===== config.mk =====
export PLATFORM = sky130hd
export DESIGN_NAME = n163_sound_ram_port
export DESIGN_NICKNAME = d
export VERILOG_FILES = /design/src/rtl/n163_pkg.sv /design/src/rtl/dpram.sv /design/src/rtl/n163_sound_ram_port.sv
export SDC_FILE = /design/constraint.sdc
export NUM_CORES = 2
export LEC_CHECK = 0
export ABC_AREA = 1
export BUFFER_PORTS_ARGS = -buffer_cell sky130_fd_sc_hd__buf_4
export CORE_MARGIN = 2
export CORE_UTILIZATION = 54
export DETAILED_ROUTE_END_ITERATION = 12
export PLACE_DENSITY = 0.81
export SYNTH_ARGS = -nofsm -noshare
export SYNTH_HDL_FRONTEND = slang
export SYNTH_SLANG_ARGS = --single-unit

===== constraint.sdc =====
create_clock -name i_clk -period 2.35 [get_ports i_clk]
set_input_delay 0.235 -clock i_clk [delete_from_list [all_inputs] [get_ports i_clk]]
set_output_delay 0.235 -clock i_clk [all_outputs]
set_load 0.05 [all_outputs]

===== src/rtl/n163_pkg.sv =====
// Shared Namco 163 mapper constants: CPU address pages and the sound RAM pointer type.
package n163_pkg;

    // Page numbers are CPU address bits [15:11].
    localparam logic [4:0] N163_DATA_PAGE = 5'b01001;  // $4800-$4FFF sound RAM data window
    localparam logic [4:0] N163_ADDR_PAGE = 5'b11111;  // $F800-$FFFF address/autoincrement latch

    typedef logic [6:0] n163_ptr_t;

endpackage


===== src/rtl/dpram.sv =====
// Simple dual-port synchronous RAM with registered outputs.
// On a same-address write/read in one clk, the read port returns the old data.
module dpram #(
    parameter int unsigned widthad_a = 7,
    parameter int unsigned width_a   = 8
) (
    input  logic                 i_clk,
    input  logic                 i_reset,
    input  logic [widthad_a-1:0] i_address_a,
    input  logic [width_a-1:0]   i_data_a,
    input  logic                 i_wren_a,
    output logic [width_a-1:0]   o_q_a,
    input  logic [widthad_a-1:0] i_address_b,
    input  logic [width_a-1:0]   i_data_b,
    input  logic                 i_wren_b,
    output logic [width_a-1:0]   o_q_b
);

    localparam int unsigned DEPTH = 1 << widthad_a;

    logic [width_a-1:0] r_mem [DEPTH];

    // Storage array; contents survive reset.
    always_ff @(posedge i_clk) begin
        if (i_wren_a) begin
            r_mem[i_address_a] <= i_data_a;
        end
        if (i_wren_b) begin
            r_mem[i_address_b] <= i_data_b;
        end
    end

    // Registered read ports; sample the array before this clk's writes land.
    always_ff @(posedge i_clk) begin
        if (i_reset) begin
            o_q_a <= '0;
            o_q_b <= '0;
        end else begin
            o_q_a <= r_mem[i_address_a];
            o_q_b <= r_mem[i_address_b];
        end
    end

endmodule


===== src/rtl/n163_sound_ram_port.sv =====
// CPU read/write port for the N163 sound RAM: $F800 pointer latch, $4800 data window with
// optional autoincrement, registered CPU read-back and a 1-clk mixer read port.
module n163_sound_ram_port
    import n163_pkg::*;
#(
    parameter int unsigned ADDR_W  = 7,
    parameter int unsigned READ_EN = 1
) (
    input  logic              i_clk,
    input  logic              i_reset,
    input  logic              i_ce,
    input  logic [15:0]       i_prg_ain,
    input  logic              i_prg_read,
    input  logic              i_prg_write,
    input  logic [7:0]        i_prg_din,
    output logic [7:0]        o_prg_dout,
    output logic              o_prg_oe,
    input  logic [ADDR_W-1:0] i_mix_addr,
    output logic [7:0]        o_mix_data,
    output logic [ADDR_W-1:0] o_ptr,
    output logic              o_autoinc
);

    logic [ADDR_W-1:0] r_ptr;
    logic              r_autoinc;
    logic [7:0]        r_prg_dout;

    logic       w_data_sel;
    logic       w_addr_sel;
    logic       w_latch_wr;
    logic       w_ram_wr;
    logic       w_inc;
    logic [7:0] w_q_a;
    logic       w_unused_ain;

    // Address decode and per-ce bus operations.
    always_comb begin
        w_data_sel   = (i_prg_ain[15:11] == N163_DATA_PAGE);
        w_addr_sel   = (i_prg_ain[15:11] == N163_ADDR_PAGE);
        w_latch_wr   = i_ce & i_prg_write & w_addr_sel;
        // A write coincident with reset is dropped.
        w_ram_wr     = i_ce & i_prg_write & w_data_sel & ~i_reset;
        w_inc        = i_ce & (i_prg_read | i_prg_write) & w_data_sel & r_autoinc;
        w_unused_ain = ^i_prg_ain[10:0];
    end

    // Pointer/autoincrement latch; a latch write wins over an increment.
    always_ff @(posedge i_clk) begin
        if (i_reset) begin
            r_ptr     <= '0;
            r_autoinc <= 1'b0;
        end else if (w_latch_wr) begin
            r_ptr     <= i_prg_din[ADDR_W-1:0];
            r_autoinc <= i_prg_din[7];
        end else if (w_inc) begin
            r_ptr <= r_ptr + 1'b1;
        end
    end

    // CPU read data follows RAM[ptr] between accesses and holds across the ce clk.
    always_ff @(posedge i_clk) begin
        if (i_reset) begin
            r_prg_dout <= 8'h00;
        end else if (!i_ce) begin
            r_prg_dout <= w_q_a;
        end
    end

    dpram #(
        .widthad_a(ADDR_W),
        .width_a  (8)
    ) u_ram (
        .i_clk      (i_clk),
        .i_reset    (i_reset),
        .i_address_a(r_ptr),
        .i_data_a   (i_prg_din),
        .i_wren_a   (w_ram_wr),
        .o_q_a      (w_q_a),
        .i_address_b(i_mix_addr),
        .i_data_b   (8'h00),
        .i_wren_b   (1'b0),
        .o_q_b      (o_mix_data)
    );

    assign o_prg_oe   = (READ_EN != 0) & i_prg_read & w_data_sel;
    assign o_prg_dout = r_prg_dout;
    assign o_ptr      = r_ptr;
    assign o_autoinc  = r_autoinc;

endmodule


==> impl_summary.log <==
[metrics] run status: completed
[metrics] grt total ovfl: 0
[metrics] DR iter-0 viols: 9,038
[metrics] chip width: 323 um
[metrics] DRT antenna net count: 0
[metrics] fin worst setup slack: 0.0251 ns
[metrics] max capacitance violation total: 0
[metrics] worst hold margin: between 0.06 and 0.07 ns
[metrics] crit end category: flop
[metrics] via count normalized by instance count: just over 6
[metrics] largest area contributor in the netlist: edfxtp_1
[metrics] Reg2Reg Setup Slack: 0.03 ns
[metrics] DP HPWL: 121 mm
[metrics] TritonCTS Buffers: roughly 110
[metrics] unrepaired setup endpoints after global routing: yes
[metrics] Hold Path Origin: i_ce
[metrics] number of enable-type register cells in the synthesized netlist: 1,024
[metrics] buffer depth of the longest clock path: 3
[metrics] Filler cells: between 7,000 and 8,000
[metrics] NumNets Final: 6,867
[metrics] fraction of final layout cells sized beyond drive strength 1: 0.101
[metrics] Syn Std Cell Area: approximately 55,000 um2
[metrics] combinational share of power: 0.075
[metrics] Register Area: 31,400 um2
[metrics] total length of routed wires: around 190 mm
[metrics] number of warnings reported in the yosys synthesis log: 0
[metrics] cell count after synthesis: 6,677
[metrics] sequential group share of total power: 0.498
[metrics] net switching component of the power: 9.82 mW
[metrics] minimum period implied by the final worst setup slack: 2.32 ns
[metrics] area taken by multi-input logic gates: 20,800 um2
[metrics] crit start category: flop
[metrics] routability congestion estimate: 1.03
[metrics] 1st-pass router iterations: 10
[metrics] Starting Density: 0.547
[metrics] number of synthesized register bits: 1,056
[metrics] fraction of post-synthesis cell area in the top cell type by area: 0.560
[metrics] top library cells by usage in the layout, fill and taps aside: nand2_1 (3,540), edfxtp_1 (1,024), nand3_1 (876)
[metrics] total power divided by cell area: 655 nW/um2
[metrics] area of placed instances: slightly below 60,000 um2
[metrics] Die Height: 323 um
[metrics] count of endpoints failing setup in the final report: 0
[metrics] area overhead of the layout relative to synthesis: 15.5%
[metrics] Static Leak: 26.6 nW
[metrics] buffers added on ports: 49
[metrics] Arr. time, crit path: 2.93 ns
[metrics] cell depth of the worst min-delay path: 3
[metrics] maximum frequency from static timing analysis: 430 MHz
[metrics] internal power: between 30 and 40 mW
[metrics] DR vias: 50,730
[metrics] boundary pin count: 61
[metrics] Global Route Usage Sum: 0.359
[metrics] Hold Vio Cnt, Final: 0
[metrics] root buf cell: clkbuf_16
[metrics] Worst VDD drop: 0.854 mV
[metrics] cells on worst reg2reg path: 13
[metrics] DIE AREA: 104,000 um2
[metrics] average instance area after synthesis: slightly above 8 um2
[metrics] total setup buffers inserted after CTS: 0
[metrics] worst reg2reg path endpoint: u_ram.o_q_a[0]
[metrics] Worst Path Class, Setup: reg2reg
[metrics] antenna violations before repair: 6
[metrics] TritonCTS clock tree: yes
[metrics] DRC Markers: 0
[metrics] worst rel slew slack: 0.341
[metrics] Power Total: between 40 and 50 mW
[metrics] fraction of registers with async set/reset: 0
[metrics] Clk Latency, worst-skew pair: 0.74 ns
[metrics] Switching Share: 0.236
[metrics] actual slew at the worst max-slew pin: 0.979 ns
[metrics] # clock sinks: about 1,100
[metrics] sequential cell area fraction in the yosys report: 0.572
[metrics] Post-Route Utilization: 0.632
[metrics] required time at the endpoint of the critical path: between 2 and 3 ns
[metrics] vias in the first global route: 47,705
[metrics] clock transition at the registers of the reported paths: 0.06 ns
[metrics] Routed wire per std cell: between 20 and 25 um
[metrics] most frequently used flop master after synthesis: edfxtp_1
[metrics] area inside the core boundary: 100,000 um2
[metrics] origin of the critical flop-to-flop path: o_ptr[0]
[metrics] global-route wire length before repair: about 280 mm
[metrics] worst-case setup slack after placement: -0.0234 ns
[metrics] part of the power in the clock network: 0.428
[metrics] leading cell type in the layout, fill and taps excluded: nand2_1
[metrics] endpoint of the worst hold path: o_prg_dout[6]
[metrics] Synth area leaders: edfxtp_1 (56%), nand2_1 (24%), nand3_1 (8.0%)
[metrics] final count of pins violating max slew: 0
[metrics] synth unique cells: 30
[metrics] post-route cell area: 63,400 um2
[metrics] Hold WC Path Type: in2reg
[metrics] crit share post-route: 0.989
[metrics] maximum fanout along the worst path: 53
[metrics] synthesized net count: 6,714
[metrics] H-tree level count: 3
[metrics] largest net degree at the start of global routing: 130
[metrics] Clock Skew: 0.0580 ns
[metrics] number of placement rows: 116
==> metrics by stage <==
stage / setup TNS [ns] / std cells
final: 0 / 8281
after detailed placement: -0.371 / 8066
after global placement: 0 / 8066
after CTS: 0 / 8278
after floorplan: -1.35 / 6677
after global routing: -0.0308 / 8281
==> logic make-up after synthesis <==
kind of cell	count (synthesis)	synth area share
xor+xnor	1	0.000159
compound gates	325	0.0302
simple gates	4711	0.345
buf+inv	583	0.0530
fa+ha+maj	1	0.000228
flops	1056	0.572
==> power by group through the flow <==
stage	Combinational (mW)	Sequential (mW)	Clock [mW]
after global placement	2.86	21.1	0
after detailed placement	2.92	21.1	0
after global routing	3.23	20.7	18.5
after CTS	2.95	20.7	17.8
after floorplan	1.44	21.2	0
final	3.10	20.7	17.8
==> cell usage after synthesis (20+ instances only) <==
master / count
nand4_1: 54
buf_2: 192
o21ai_0: 169
clkbuf_1: 112
buf_4: 73
inv_1: 131
o21ai_1: 20
nand2_1: 3542
nand3_1: 876
nor2_1: 230
dfxtp_1: 32
edfxtp_1: 1024
buf_6: 24
a21oi_1: 122
buf_1: 43
==> cell type report <==
cell class	instances	share of cell area
Antenna cell	1	0.0000395
Clock buffer	142	0.0459
Clock inverter	64	0.0114
Inverter	137	0.00880
Multi-Input combinational cell	5038	0.327
Sequential cell	1056	0.495
Tap cell	1357	0.0268
Timing Repair Buffer	486	0.0847
==> registers in the layout (all words and copies together) (netlist names) <==
| name | count |
|---|---|
| u_ram.o_q_a | 8 |
| o_ptr | 7 |
| u_ram.o_q_b | 8 |
| o_prg_dout | 8 |
| o_autoinc | 1 |
| u_ram.r_mem | 1024 |
==> metal layers <==
layer | GRT usage | up-vias | share of wire
li1 | - | 22344 | -
met1 | 0.464 | 23250 | 0.34
met2 | 0.545 | 4287 | 0.44
met3 | 0.0985 | 841 | 0.15
met4 | 0.208 | 8 | 0.066
met5 | 0 | - | 0.00024
==> timing repair <==
action                                  CTS  global route
hold buffers                              6             0
endpoints found under the setup margin    0            13
endpoints found under the hold margin    57             0
resized for setup                         0             9
==> critical path, stage by stage, from the launching register on <==
cell     delay [ns]
dfxtp_4        0.45
buf_12         0.21
buf_12         0.28
o21ai_0        0.14
nand2_1        0.07
nand2_1        0.06
nand2_1        0.10
nand2_1        0.11
nand2_1        0.20
nand2_1        0.08
nor2_1         0.21
nand2_1        0.09
nor2_1         0.11
a21oi_1        0.08
==> how the worst max path moves through the flow <==
stage	start	end	slack, ns	depth (start not counted)
after floorplan	o_ptr[1]	u_ram.r_mem[34][0]	-0.04	6
after global placement	i_prg_ain[12]	u_ram.r_mem[25][0]	0.02	9
after detailed placement	i_prg_ain[12]	u_ram.r_mem[17][3]	-0.02	9
after CTS	o_ptr[0]	u_ram.o_q_a[2]	0.13	15
after global routing	o_ptr[0]	u_ram.o_q_a[5]	-0.01	15
final	o_ptr[0]	u_ram.o_q_a[0]	0.03	13
No activity file was read; power rests on OpenSTA's default activity.
